File: src/rtl/apb_regfile_slave_pkg.sv
// apb_regfile_slave_pkg: shared widths and FSM state type for the APB register-file slave
package apb_regfile_slave_pkg;
    typedef enum logic [1:0] {IDLE, WAIT, DONE} state_t;
    localparam int APB_ADDR_W = 5;
    localparam int APB_DATA_W = 32;
    localparam int ERR_CNT_W  = 8;
endpackage

File: src/rtl/apb_regfile_slave_if.sv
// apb_regfile_slave_if: APB completer-side bus bundle with master/slave views
interface apb_regfile_slave_if import apb_regfile_slave_pkg::*; ();
    logic                  psel;
    logic                  penable;
    logic                  pwrite;
    logic [APB_ADDR_W-1:0] paddr;
    logic [APB_DATA_W-1:0] pwdata;
    logic                  pready;
    logic [APB_DATA_W-1:0] prdata;
    logic                  pslverr;
    modport master (output psel, penable, pwrite, paddr, pwdata, input pready, prdata, pslverr);
    modport slave  (input psel, penable, pwrite, paddr, pwdata, output pready, prdata, pslverr);
endinterface

File: src/rtl/apb_regfile_slave_reg_array.sv
// apb_reg_array: register storage with one write port and one combinational read port; address 0 reads ID_VALUE
module apb_reg_array import apb_regfile_slave_pkg::*; #(
    parameter int                    NUM_REGS = 16,
    parameter logic [APB_DATA_W-1:0] ID_VALUE = 32'hA5B0_0001
) (
    input  logic                  i_clk,
    input  logic                  i_rst,
    input  logic                  i_we,
    input  logic [APB_ADDR_W-1:0] i_waddr,
    input  logic [APB_DATA_W-1:0] i_wdata,
    input  logic [APB_ADDR_W-1:0] i_raddr,
    output logic [APB_DATA_W-1:0] o_rdata
);
    localparam int AW = $clog2(NUM_REGS);
    logic [APB_DATA_W-1:0] r_regs [NUM_REGS];
    logic                  w_wr_ok;
    logic                  w_rd_ok;
    assign w_wr_ok = i_we && i_waddr != '0 && int'(i_waddr) < NUM_REGS;
    assign w_rd_ok = int'(i_raddr) < NUM_REGS;
    always_ff @(posedge i_clk) begin
        if (i_rst)
            for (int i = 0; i < NUM_REGS; i++) r_regs[i] <= '0;
        else if (w_wr_ok)
            r_regs[i_waddr[AW-1:0]] <= i_wdata;
    end
    assign o_rdata = (i_raddr == '0) ? ID_VALUE : w_rd_ok ? r_regs[i_raddr[AW-1:0]] : '0;
endmodule

File: src/rtl/apb_regfile_slave.sv
// apb_regfile_slave: APB completer with a register file, programmable wait states and a saturating error counter
module apb_regfile_slave import apb_regfile_slave_pkg::*; #(
    parameter int                    NUM_REGS    = 16,
    parameter int                    WAIT_CYCLES = 0,
    parameter logic [APB_DATA_W-1:0] ID_VALUE    = 32'hA5B0_0001
) (
    input  logic                 i_clk,
    input  logic                 i_rst,
    apb_regfile_slave_if.slave   s_apb,
    output logic [ERR_CNT_W-1:0] o_err_count
);
    state_t                r_state;
    state_t                w_next;
    logic [3:0]            r_cnt;
    logic [APB_ADDR_W-1:0] r_addr;
    logic [APB_DATA_W-1:0] r_wdata;
    logic                  r_write;
    logic                  r_err;
    logic [ERR_CNT_W-1:0]  r_err_count;
    logic                  w_setup;
    logic                  w_access;
    logic                  w_bad;
    logic                  w_we;
    logic [APB_DATA_W-1:0] w_rdata;
    assign w_setup  = s_apb.psel && !s_apb.penable;
    assign w_access = s_apb.psel && s_apb.penable;
    assign w_bad    = int'(s_apb.paddr) >= NUM_REGS || (s_apb.pwrite && s_apb.paddr == '0);
    assign w_we     = r_state == DONE && r_write && !r_err;
    assign o_err_count = r_err_count;
    apb_reg_array #(.NUM_REGS(NUM_REGS), .ID_VALUE(ID_VALUE)) u_regs (
        .i_clk   (i_clk),
        .i_rst   (i_rst),
        .i_we    (w_we),
        .i_waddr (r_addr),
        .i_wdata (r_wdata),
        .i_raddr (r_addr),
        .o_rdata (w_rdata)
    );
    always_ff @(posedge i_clk) begin
        if (i_rst) r_state <= IDLE;
        else r_state <= w_next;
    end
    // An access phase seen straight from IDLE is a protocol error and completes on the next cycle
    always_comb begin
        w_next = r_state == IDLE ? (w_setup ? (WAIT_CYCLES == 0 ? DONE : WAIT) : w_access ? DONE : IDLE)
               : r_state == WAIT ? (!s_apb.psel ? IDLE : (s_apb.penable && r_cnt == 4'd1) ? DONE : WAIT)
               : IDLE;
    end
    always_ff @(posedge i_clk) begin
        if (i_rst) begin
            r_cnt       <= '0;
            r_addr      <= '0;
            r_wdata     <= '0;
            r_write     <= 1'b0;
            r_err       <= 1'b0;
            r_err_count <= '0;
        end else begin
            if (r_state == IDLE && s_apb.psel) begin
                r_addr  <= s_apb.paddr;
                r_wdata <= s_apb.pwdata;
                r_write <= s_apb.pwrite && !s_apb.penable;
                r_err   <= s_apb.penable || w_bad;
                r_cnt   <= 4'(WAIT_CYCLES);
            end else if (r_state == WAIT && w_access) begin
                r_cnt <= r_cnt - 4'd1;
            end
            if (r_state == DONE && r_err && r_err_count != '1) r_err_count <= r_err_count + 1'b1;
        end
    end
    always_comb begin
        s_apb.pready  = r_state == DONE;
        s_apb.pslverr = r_state == DONE && r_err;
        s_apb.prdata  = (r_state == DONE && !r_err && !r_write) ? w_rdata : '0;
    end
endmodule

File: src/flat_wrapper.sv
// flat-port wrapper written by rule: the top's interface ports become plain ports
module apb_regfile_slave_flat import apb_regfile_slave_pkg::*;
#(
    parameter int                    NUM_REGS    = 16,
    parameter int                    WAIT_CYCLES = 0,
    parameter logic [APB_DATA_W-1:0] ID_VALUE    = 32'hA5B0_0001
)
  (i_clk, i_rst, o_err_count, s_apb_psel, s_apb_penable, s_apb_pwrite, s_apb_paddr, s_apb_pwdata, s_apb_pready, s_apb_prdata, s_apb_pslverr);
  apb_regfile_slave_if s_apb_i ();
  input  logic i_clk;
  input  logic i_rst;
  output logic [ERR_CNT_W-1:0] o_err_count;
  input wire logic [$bits(s_apb_i.psel)-1:0] s_apb_psel;
  input wire logic [$bits(s_apb_i.penable)-1:0] s_apb_penable;
  input wire logic [$bits(s_apb_i.pwrite)-1:0] s_apb_pwrite;
  input wire logic [$bits(s_apb_i.paddr)-1:0] s_apb_paddr;
  input wire logic [$bits(s_apb_i.pwdata)-1:0] s_apb_pwdata;
  output wire logic [$bits(s_apb_i.pready)-1:0] s_apb_pready;
  output wire logic [$bits(s_apb_i.prdata)-1:0] s_apb_prdata;
  output wire logic [$bits(s_apb_i.pslverr)-1:0] s_apb_pslverr;
  assign s_apb_i.psel = s_apb_psel;
  assign s_apb_i.penable = s_apb_penable;
  assign s_apb_i.pwrite = s_apb_pwrite;
  assign s_apb_i.paddr = s_apb_paddr;
  assign s_apb_i.pwdata = s_apb_pwdata;
  assign s_apb_pready = s_apb_i.pready;
  assign s_apb_prdata = s_apb_i.prdata;
  assign s_apb_pslverr = s_apb_i.pslverr;
  apb_regfile_slave #(.NUM_REGS(NUM_REGS), .WAIT_CYCLES(WAIT_CYCLES), .ID_VALUE(ID_VALUE)) u_core (.i_clk(i_clk), .i_rst(i_rst), .s_apb(s_apb_i), .o_err_count(o_err_count));
endmodule
File: config.mk
export PLATFORM = sky130hd
export DESIGN_NAME = apb_regfile_slave_flat
export DESIGN_NICKNAME = d
export VERILOG_FILES = /design/src/rtl/apb_regfile_slave_pkg.sv /design/src/rtl/apb_regfile_slave_if.sv /design/src/rtl/apb_regfile_slave_reg_array.sv /design/src/rtl/apb_regfile_slave.sv /design/src/flat_wrapper.sv
export SDC_FILE = /design/constraint.sdc
export NUM_CORES = 1
export LEC_CHECK = 0
export ABC_AREA = 1
export CORE_MARGIN = 4
export CORE_UTILIZATION = 65
export DETAILED_ROUTE_END_ITERATION = 10
export PLACE_DENSITY_LB_ADDON = 0.25
export SETUP_SLACK_MARGIN = 0.3
export SYNTH_ARGS = -nofsm -noshare
export SYNTH_HDL_FRONTEND = slang
export SYNTH_SLANG_ARGS = --single-unit
File: constraint.sdc
create_clock -name i_clk -period 5.7 [get_ports i_clk]
set_input_delay 1.425 -clock i_clk [delete_from_list [all_inputs] [get_ports i_clk]]
set_output_delay 1.425 -clock i_clk [all_outputs]
set_load 0.01 [all_outputs]
==> Flow_metrics.wiki <==
{| class="wikitable"
! Metric !! Value
|-
| Worst-Skew Late Latency || 0.60 ns
|-
| Yosys warning count || 0
|-
| Starting DRT DRC Count || 2,952
|-
| Count of cells resized by post-cts repair || 0
|-
| Die footprint || 0.0428 sq mm
|-
| Floorplan Core Area || 0.0389 sq mm
|-
| HPWL after DPL || 36,200 microns
|-
| Vertical die dimension || 207 microns
|-
| Status || finished, final reports clean
|-
| Pin count of the biggest net entering global routing || 124
|-
| Post-route ant nets || 0
|-
| Post-route DRC || 0
|-
| Number of storage elements in the synthesis netlist || 569
|-
| Overall fraction of global-route tracks in use || 33.0%
|-
| Number of instances in the synthesized netlist || 2,619
|-
| Startpoint class of the critical path || register
|-
| Number of instances in the placed design || 3,076
|-
| Highest Clock Rate || 195 MHz
|-
| Grt met2 use || 52.2%
|-
| Worst-path fanout max || 105
|-
| Clk buf depth || 3
|-
| Final Instance Area || 0.0281 sq mm
|-
| Quantity of I/O buffers inserted on ports || 83
|-
| Routed wire length || 70,500 microns
|-
| CTS tree || done
|-
| Max-capacitance violation count || 0
|-
| Number of hold violations in the final report || 0
|-
| Total of fill cells in the finished design || 2,737
|-
| Category of the most critical setup path || register to output pin
|-
| Worst-case headroom to the max-slew limit || 16.2%
|-
| Number of iterations in the first detailed-routing pass || 5
|-
| Leading cell types in the layout, fill and taps excluded || 798 x nor2_1, 512 x edfxtp_1, 258 x nand2_1
|-
| Hold_buf cts || 0
|-
| Synthesized area per cell || 9.82 sq um
|-
| CP arrival || 3.71 ns
|-
| Cell Chain, Critical Path || inv_6, buf_4, nor2_1, nor2_1, o21ai_0, nand3_1, nand3_1, a21oi_1, clkdlybuf4s50_1
|-
| Peak per-stage delay on the critical path || 0.63 ns
|-
| Global-route wire length before repair || 107,000 microns
|-
| GP Congestion || 0.832
|-
| Final Max Tran Viols || 0
|-
| Number of antenna violations at the first check in global routing || 0
|-
| Area growth syn-to-layout || 9.19%
|-
| P_leak || 10.6 nW
|-
| Worst Setup End Kind || output pin
|-
| Synthesized cell area || 0.0257 sq mm
|-
| Crit path max-delay cell type || inv_6
|-
| Width of the chip || 207 microns
|-
| Measured slew at the worst slew-check pin || 1.25 ns
|-
| Final worst clock skew || 0.0159 ns
|-
| Number of distinct library cells after synthesis || 33
|-
| Peak VDD IR || 0.000227 V
|-
| Total Neg Setup Slack || 0 ns
|-
| Clock transition at path regs || 0.06 ns
|-
| Starting utilization of the core area || 66.1%
|-
| Met3 routing resource usage after global routing || 6.73%
|-
| Share of synthesized area occupied by flip-flops and latches || 64.2%
|-
| Post-Layout Cell Count || 3,174
|-
| Worst path required time || 4.28 ns
|-
| Vias in the first global route || 18,800
|-
| Vias post-DR || 19,500
|-
| Period utilisation layout || 90.1%
|-
| Commonest non-fill, non-tap cell in the layout || nor2_1
|-
| Number of clock buffers inserted by TritonCTS || 55
|-
| Residual overflow from global routing || 0
|-
| Fraction of final layout cells with drive strength greater than 1 || 7.08%
|-
| Row count || 72
|-
| Routing layer with the top usage in global route || met2
|-
| Final number of setup-violating endpoints || 0
|-
| Number of buffers inserted to repair setup after CTS || 0
|-
| H-tree Lvls || 2
|-
| Fraction of met1 tracks used by global routing || 45.7%
|-
| Power density over cell area || 323 mW/mm^2
|-
| Wirelength per Cell || 22.2 microns
|-
| Class of the tightest hold or removal check || register to register
|-
| Unrepaired setup endpoints after global routing || no
|-
| Final layout net count || 2,660
|-
| Clock tree sinks || 569
|-
| Clock root buffer master || clkbuf_16
|-
| Standard cell area after detailed placement || 0.0264 sq mm
|-
| Antenna diode count || 0
|-
| Num ports || 84
|-
| Final critical delay including setup and external delays || 5.14 ns
|-
| Avg Vias per Cell || 6.15
|}
## path summary, 6_finish.rpt
kind	from	to	slack, ns	depth (start not counted)
max	register	s_apb_prdata[18]	0.56	9
max reg2reg	u_core.r_addr[3]	u_core.u_regs.r_regs[8][7]	2.20	8
min reg2reg	u_core.r_state[0]	u_core.r_state[0]	0.48	2
min	u_core.r_state[0]	u_core.r_state[0]	0.48	2
## kinds of logic (layout without fill, tap and decap cells)
| family | Yosys count | in the layout | share of synthesized area [%] |
|---|---|---|---|
| other cells | 1 | 32 | 0.0146 |
| xor+xnor | 5 | 5 | 0.170 |
| fa+ha+maj | 3 | 3 | 0.146 |
| buf+inv | 359 | 365 | 6.86 |
| flops | 569 | 569 | 64.2 |
| simple gates | 1374 | 1374 | 22.4 |
| compound gates | 308 | 308 | 6.25 |
## power by group
part / internal (mW) / leakage, nW / switching, mW
registers: 4.69 / 5.75 / 0.0574
logic: 0.229 / 4.06 / 0.652
clock network: 1.94 / 0.818 / 1.51
## critical path, delay by kind of cell (launching register included)
family,cells,cell delay (ns)
buffers and inverters,3,1.65
DFF,1,0.51
and+or+nand+nor,4,0.42
AOI/OAI and AO/OA,2,0.40
## cell type report
type	count	area, sq um	area share [%]
inverters	159	607	2.16
clock buffers	84	1580	5.62
well taps	518	648	2.31
flip-flops and latches	569	16500	58.8
clock inverters	14	88.8	0.316
repair buffers	108	1040	3.70
multi-input cells	1722	7610	27.1
## per-layer routing
layer / up-vias / share of wire, %
li1: 8636 / -
met1: 9200 / 37
met2: 1428 / 46
met3: 245 / 13
met4: 0 / 4.1
met5: - / 0
## metrics by stage
stage	utilization [%]	total power [mW]	hold slack (ns)	setup WS, ns
after floorplan	-	5.38	0.446	2.14
after global placement	67.9	5.66	0.456	1.33
after detailed placement	67.9	5.69	0.478	1.32
after CTS	72.2	9.05	0.486	0.633
after global routing	72.2	9.33	0.504	0.481
final	72.2	9.08	0.480	0.562
## synth_stat cells (all sizes together)
master	n	area, sq um
nor2	843	3320
nand2	289	1180
buf	110	828
nand3	229	1150
dfxtp	57	1140
inv	159	599
xor2	2	17.5
o211ai	24	180
xnor2	3	26.3
conb	1	3.75
clkbuf	90	338
a21oi	68	340
nor3	6	41.3
a211oi	2	15.0
ha	3	37.5
a31oi	1	6.26
nand4	6	52.6
edfxtp	512	15400
nor3b	1	7.51
o21ai	213	1070
## state kept, by name (all words and copies together) (netlist names), named ones only
| register | count |
|---|---|
| u_core.r_addr | 5 |
| u_core.r_err | 1 |
| u_core.o_err_count | 8 |
| u_core.r_wdata | 32 |
| u_core.r_write | 1 |
| u_core.r_cnt | 4 |
| u_core.u_regs.r_regs | 512 |
| u_core.r_state | 2 |
Note: power is estimated with default switching activity, not from simulation.
